File: src/rtl/rtc_bcd_timer.sv
// BCD time-of-day counter (HH:MM:SS) with prescaler, CPU register port, 12/24 h display.
// Optional minute-resolution alarm is compiled in when RTC_ALARM_EN is defined.
module rtc_bcd_timer #(
   parameter int TICK_DIV = 50000000
) (
   input  logic       clk,
   input  logic       rst,
   input  logic       sel,
   input  logic       write_en,
   input  logic [3:0] address,
   input  logic [3:0] data_in,
   output logic [3:0] data_out,
   output logic       sec_tick,
   output logic [1:0] hour1,
   output logic [3:0] hour0,
   output logic [2:0] min1,
   output logic [3:0] min0,
   output logic [2:0] sec1,
   output logic [3:0] sec0,
   output logic       pm,
   output logic       alarm_irq
);

   localparam int CW = (TICK_DIV > 1) ? $clog2(TICK_DIV) : 1;
   localparam logic [CW-1:0] CMAX = CW'(TICK_DIV - 1);

   logic [CW-1:0] c;
   logic [3:0] t_s0, t_m0, t_h0;
   logic [2:0] t_s1, t_m1;
   logic [1:0] t_h1;
   logic       run, mode12, alarm_en;

   logic [3:0] n_s0, n_m0, n_h0;
   logic [2:0] n_s1, n_m1;
   logic [1:0] n_h1;
   logic       cy_s0, cy_s1, cy_m0, cy_m1;

   logic wr, rd, time_wr, due, tick;
   logic [3:0] rdata;
   logic [5:0] hb, dh;

   assign wr      = sel & write_en;
   assign rd      = sel & ~write_en;
   assign time_wr = wr & (address <= 4'd5);
   assign due     = run & (c == CMAX);
   // a register write on the tick edge discards the whole tick
   assign tick    = due & ~wr;

   always_comb begin
      n_s0  = t_s0;
      n_s1  = t_s1;
      n_m0  = t_m0;
      n_m1  = t_m1;
      n_h0  = t_h0;
      n_h1  = t_h1;
      cy_s0 = (t_s0 >= 4'd9);
      cy_s1 = cy_s0 & (t_s1 >= 3'd5);
      cy_m0 = cy_s1 & (t_m0 >= 4'd9);
      cy_m1 = cy_m0 & (t_m1 >= 3'd5);
      n_s0  = cy_s0 ? 4'd0 : t_s0 + 4'd1;
      if (cy_s0)
         n_s1 = (t_s1 >= 3'd5) ? 3'd0 : t_s1 + 3'd1;
      if (cy_s1)
         n_m0 = (t_m0 >= 4'd9) ? 4'd0 : t_m0 + 4'd1;
      if (cy_m0)
         n_m1 = (t_m1 >= 3'd5) ? 3'd0 : t_m1 + 3'd1;
      if (cy_m1) begin
         if (t_h1 == 2'd3 || (t_h1 == 2'd2 && t_h0 >= 4'd3)) begin
            n_h1 = 2'd0;
            n_h0 = 4'd0;
         end else if (t_h0 >= 4'd9) begin
            n_h1 = t_h1 + 2'd1;
            n_h0 = 4'd0;
         end else begin
            n_h0 = t_h0 + 4'd1;
         end
      end
   end

   always_ff @(posedge clk or negedge rst) begin
      if (!rst) begin
         c <= '0;
      end else if (time_wr || (wr && due)) begin
         c <= '0;
      end else if (run) begin
         c <= due ? '0 : c + CW'(1);
      end
   end

   always_ff @(posedge clk or negedge rst) begin
      if (!rst) begin
         t_s0 <= '0;
         t_s1 <= '0;
         t_m0 <= '0;
         t_m1 <= '0;
         t_h0 <= '0;
         t_h1 <= '0;
      end else if (time_wr) begin
         case (address)
            4'd0:    t_s0 <= data_in;
            4'd1:    t_s1 <= data_in[2:0];
            4'd2:    t_m0 <= data_in;
            4'd3:    t_m1 <= data_in[2:0];
            4'd4:    t_h0 <= data_in;
            default: t_h1 <= data_in[1:0];
         endcase
      end else if (tick) begin
         t_s0 <= n_s0;
         t_s1 <= n_s1;
         t_m0 <= n_m0;
         t_m1 <= n_m1;
         t_h0 <= n_h0;
         t_h1 <= n_h1;
      end
   end

   always_ff @(posedge clk or negedge rst) begin
      if (!rst) begin
         sec_tick <= 1'b0;
         run      <= 1'b1;
         mode12   <= 1'b0;
      end else begin
         sec_tick <= tick;
         if (wr && address == 4'd6) begin
            run    <= data_in[0];
            mode12 <= data_in[1];
         end
      end
   end

`ifdef RTC_ALARM_EN
   logic [3:0] a_m0, a_h0;
   logic [2:0] a_m1;
   logic [1:0] a_h1;
   logic       a_en, a_irq, a_hit, a_clr;

   assign alarm_en  = a_en;
   assign alarm_irq = a_irq;
   assign a_clr     = wr & (address == 4'd6) & data_in[3];
   assign a_hit     = tick & a_en & (n_s1 == 3'd0) & (n_s0 == 4'd0) &
                      ({n_h1, n_h0, n_m1, n_m0} == {a_h1, a_h0, a_m1, a_m0});

   always_ff @(posedge clk or negedge rst) begin
      if (!rst) begin
         a_m0  <= '0;
         a_m1  <= '0;
         a_h0  <= '0;
         a_h1  <= '0;
         a_en  <= 1'b0;
         a_irq <= 1'b0;
      end else begin
         if (wr) begin
            case (address)
               4'd6:    a_en <= data_in[2];
               4'd8:    a_m0 <= data_in;
               4'd9:    a_m1 <= data_in[2:0];
               4'd10:   a_h0 <= data_in;
               4'd11:   a_h1 <= data_in[1:0];
               default: ;
            endcase
         end
         // set beats clear on a coincident edge
         if (a_hit)
            a_irq <= 1'b1;
         else if (a_clr)
            a_irq <= 1'b0;
      end
   end
`else
   assign alarm_en  = 1'b0;
   assign alarm_irq = 1'b0;
`endif

   assign hb = 6'(t_h1) * 6'd10 + 6'(t_h0);

   always_comb begin
      pm    = 1'b0;
      dh    = hb;
      hour1 = t_h1;
      hour0 = t_h0;
      if (mode12) begin
         if (hb == 6'd0) begin
            dh = 6'd12;
         end else if (hb >= 6'd12) begin
            pm = 1'b1;
            if (hb > 6'd12)
               dh = hb - 6'd12;
         end
         if (dh >= 6'd10) begin
            hour1 = 2'd1;
            hour0 = 4'(dh - 6'd10);
         end else begin
            hour1 = 2'd0;
            hour0 = dh[3:0];
         end
      end
   end

   assign min1 = t_m1;
   assign min0 = t_m0;
   assign sec1 = t_s1;
   assign sec0 = t_s0;

   always_comb begin
      rdata = 4'd0;
      case (address)
         4'd0:    rdata = t_s0;
         4'd1:    rdata = {1'b0, t_s1};
         4'd2:    rdata = t_m0;
         4'd3:    rdata = {1'b0, t_m1};
         4'd4:    rdata = t_h0;
         4'd5:    rdata = {2'b00, t_h1};
         4'd6:    rdata = {1'b0, alarm_en, mode12, run};
         4'd7:    rdata = {2'b00, pm, alarm_irq};
`ifdef RTC_ALARM_EN
         4'd8:    rdata = a_m0;
         4'd9:    rdata = {1'b0, a_m1};
         4'd10:   rdata = a_h0;
         4'd11:   rdata = {2'b00, a_h1};
`endif
         default: rdata = 4'd0;
      endcase
   end

   always_ff @(posedge clk or negedge rst) begin
      if (!rst)
         data_out <= 4'd0;
      else if (rd)
         data_out <= rdata;
   end

endmodule

File: config.mk
export PLATFORM = sky130hd
export DESIGN_NAME = rtc_bcd_timer
export DESIGN_NICKNAME = d
export VERILOG_FILES = /design/src/rtl/rtc_bcd_timer.sv
export SDC_FILE = /design/constraint.sdc
export NUM_CORES = 1
export LEC_CHECK = 0
export CORE_ASPECT_RATIO = 1.2
export CORE_MARGIN = 2
export CORE_UTILIZATION = 50
export DETAILED_ROUTE_END_ITERATION = 8
export GPL_TIMING_DRIVEN = 0
export HOLD_SLACK_MARGIN = 0.12
export PLACE_DENSITY = 0.72
export SYNTH_ARGS = -nofsm -noshare
export SYNTH_HDL_FRONTEND = slang
export SYNTH_SLANG_ARGS = --single-unit
File: constraint.sdc
create_clock -name clk -period 4.1 [get_ports clk]
set_input_delay 0.82 -clock clk [delete_from_list [all_inputs] [get_ports clk]]
set_output_delay 0.82 -clock clk [all_outputs]
set_load 0.005 [all_outputs]
==> impl_metrics.env, run 1 <==
export IMPL_ant_nets=0
export IMPL_fin_crit_ps=4080
export IMPL_path_buf_inv=2
export IMPL_vias_per_cell=6.01
export IMPL_peakVddDrop_mv=0.726
export IMPL_maxCapViolCount=0
export IMPL_fillers=643
export IMPL_relSlewSlack_pct=49.4
export IMPL_clk_path_buf_depth=2
export IMPL_synthesis_nets=484
export IMPL_r2r_cells=10
export IMPL_finish_net_count=542
export IMPL_hold_class="in2async"
export IMPL_slew_violations=0
export IMPL_wire_per_inst_um=17.5
export IMPL_path_class="reg2out"
export IMPL_synth_cell_types=70
export IMPL_seq_area_frac_synth_pct=34.7
export IMPL_clockRootBuffer="clkbuf_8"
export IMPL_r2r_end="data_out[1]"
export IMPL_yosys_warnings=0
export IMPL_crit_family="adder cells"
export IMPL_rows=34
export IMPL_r2r_slack_ps=1590
export IMPL_cp_data_arrival_time_ps=3260
export IMPL_design_core_area_um2=7320
export IMPL_die_width_um=83.8
export IMPL_drtPass1Iterations=5
export IMPL_synth_area_leaders="dfrtp_1 34%, ha_1 7.2%, nor2_1 5.3%"
export IMPL_synth_edf_count=0
export IMPL_slowest_delay_ps=450
export IMPL_dp_hpwl_um=7340
export IMPL_r2r_start="t_h1[0]"
export IMPL_end_kind="output pin"
export IMPL_grt_max_degree=36
export IMPL_io_pins=39
export IMPL_status="finished clean"
export IMPL_finalSetupViolations=0
export IMPL_groute_usage_overall_pct=25.2
export IMPL_cts_tree="done"
export IMPL_drc=0
export IMPL_grt_pass1_wl_um=17200
export IMPL_worst_slew_pin_slew_ps=754
export IMPL_post_dp_cell_area_um2=4300
export IMPL_numCtsBuffers=5
export IMPL_fin_area_um2=4620
export IMPL_num_antenna_cells=0
export IMPL_crit_chain="ha_4, fa_2, xor2_2, ha_2, buf_4, o21ai_2, a21oi_1, nand3b_1, and3_1, a41oi_1, o21ai_1, dlygate4sd2_1"
export IMPL_async_flop_share_pct=100
export IMPL_rsz0062_at_grt="true"
export IMPL_final_layout_size_suffix_gt1_share_pct=14.4
export IMPL_cts_sinks=53
export IMPL_powerDensity_nw_per_um2=592
export IMPL_via_count=3592
export IMPL_fin_crit_sh_pct=99.4
export IMPL_synth_cells=449
export IMPL_cp_slowest_cell="dfrtp_2"
export IMPL_cp_start_kind="flop"
export IMPL_port_buffers=35
export IMPL_gr_total_overflow=0
export IMPL_cts_hold_buf=0
export IMPL_routed_wl_um=10400
export IMPL_gp_congestion=0.914
export IMPL_antenna_found_initial=0
export IMPL_clock_latency_ps=310
export IMPL_h_tree_depth=2
export IMPL_first_iter_violations=185
export IMPL_syn_to_final_growth_pct=21.0
export IMPL_fmax_ghz=0.245
export IMPL_ys_flop_type="dfrtp_1"
export IMPL_avgSynthCellArea_um2=8.51
export IMPL_synth_top_area_share_pct=34.0
export IMPL_finClkSkew_ps=9.97
export IMPL_clkTransAtPathRegs_ps=100
export IMPL_initial_utilization_pct=52.2
export IMPL_cp_startpoint="t_h1[0]"
export IMPL_synth_most_common_cell="nor2_1"
export IMPL_hold_violations=0
export IMPL_synthTopCellsByCount="54 x nor2_1, 52 x dfrtp_1, 43 x nand2_1, 34 x o21ai_0, 28 x inv_1"
export IMPL_fin_cells=598
export IMPL_dieArea_um2=8360
export IMPL_ys_seq_elements=53
export IMPL_required_ps=3280
export IMPL_syn_area_um2=3820
export IMPL_placed_cells=575
export IMPL_leakage_nw=2.02
export IMPL_chipHeight_um=99.8
export IMPL_grt_pass1_vias=3507
export IMPL_synth_largest_area_cell="dfrtp_1"
export IMPL_worst_path_max_fanout=3
worst max path at each step:
stage / depth (start not counted) / end / slack, ps
6_report: 12 / hour0[2] / 20
2_1_floorplan: 11 / hour0[2] / 500
5_1_grt: 12 / hour0[1] / -70
3_3_place_gp: 11 / hour0[1] / -260
3_5_place_dp: 11 / hour0[1] / -400
4_1_cts: 12 / hour0[1] / 80
worst reg2reg max path, cell delays in order (launching register included):
cell	delay, ps
dfrtp_2	450
ha_4	180
fa_2	460
buf_4	180
inv_1	160
ha_1	200
nand2_1	70
a2bb2oi_1	280
o21ai_0	140
a21oi_1	190
o31ai_1	80
kinds of logic after synthesis:
group                    Yosys count  share of synthesized area, %
adder cells (fa/ha/maj)           23                          7.72
AO/OA/AOI/OAI                    113                          19.3
other                              1                        0.0981
XOR/XNOR                          17                          3.90
buffers and inverters             46                          4.91
multiplexers                      14                          4.26
flip-flops                        53                          34.7
AND/OR/NAND/NOR                  182                          25.1
power breakdown:
group          internal [mW]  total [mW]  switching, mW
logic                  0.786        1.61          0.819
registers              0.613       0.768          0.156
clock network          0.184       0.364          0.180
total                   1.58        2.74           1.15
registers in the layout (all words and copies together) (netlist names):
name,count
c,26
data_out,4
min0,4
min1,3
mode12,1
run,1
sec0,4
sec1,3
sec_tick,1
t_h0,4
t_h1,2
timing repair:
action	CTS	global route
endpoints found under the setup margin	4	4
gates resized for setup	22	17
buffers inserted	12	3
pin swaps	6	8
routing by layer:
| layer | vias up | track usage (%) | share of wire, % |
|---|---|---|---|
| li1 | 1729 | - | - |
| met1 | 1745 | 33.1 | 44 |
| met2 | 101 | 43.3 | 50 |
| met3 | 17 | 3.62 | 4.6 |
| met4 | 0 | 7.57 | 1.9 |
| met5 | - | 0 | 0 |
cell type report:
type / instances / area [um2] / share of cell area (%)
timing repair buffer: 51 / 482 / 10.4
clock buffer: 6 / 72.6 / 1.57
inverter: 28 / 105 / 2.27
buffer: 18 / 88.8 / 1.92
multi-input combinational: 350 / 2390 / 51.8
clock inverter: 2 / 38.8 / 0.839
sequential: 53 / 1330 / 28.8
tap: 90 / 113 / 2.44
stage by stage:
stage	setup WS (ps)	setup TNS [ps]	power, mW	util (%)	hold WS, ps
floorplan	500	0	1.55	-	465
global placement	-262	-720	1.92	58.6	499
detailed placement	-401	-1200	1.97	58.8	494
CTS	79.6	0	2.54	62.0	445
global route	-74.8	-159	2.93	63.2	453
finish	23.3	0	2.74	63.2	436
placed cells by master, fill, tap and decap left out, types with 14 or more instances in the layout:
master / n
nand2_1: 43
inv_1: 28
clkdlybuf4s50_1: 30
ha_1: 19
dfrtp_1: 49
o21ai_0: 31
nor2_1: 53
a21oi_1: 23
buf_4: 14
nand3_1: 17
Note: power is estimated with default switching activity, not from simulation.
==> inputs of run 2 (changes only) <==
CTS_CLUSTER_SIZE = 8   (was not set)
==> results of run 2 <==
No change in the layout: final DEF, timing and power equal those of run 1.
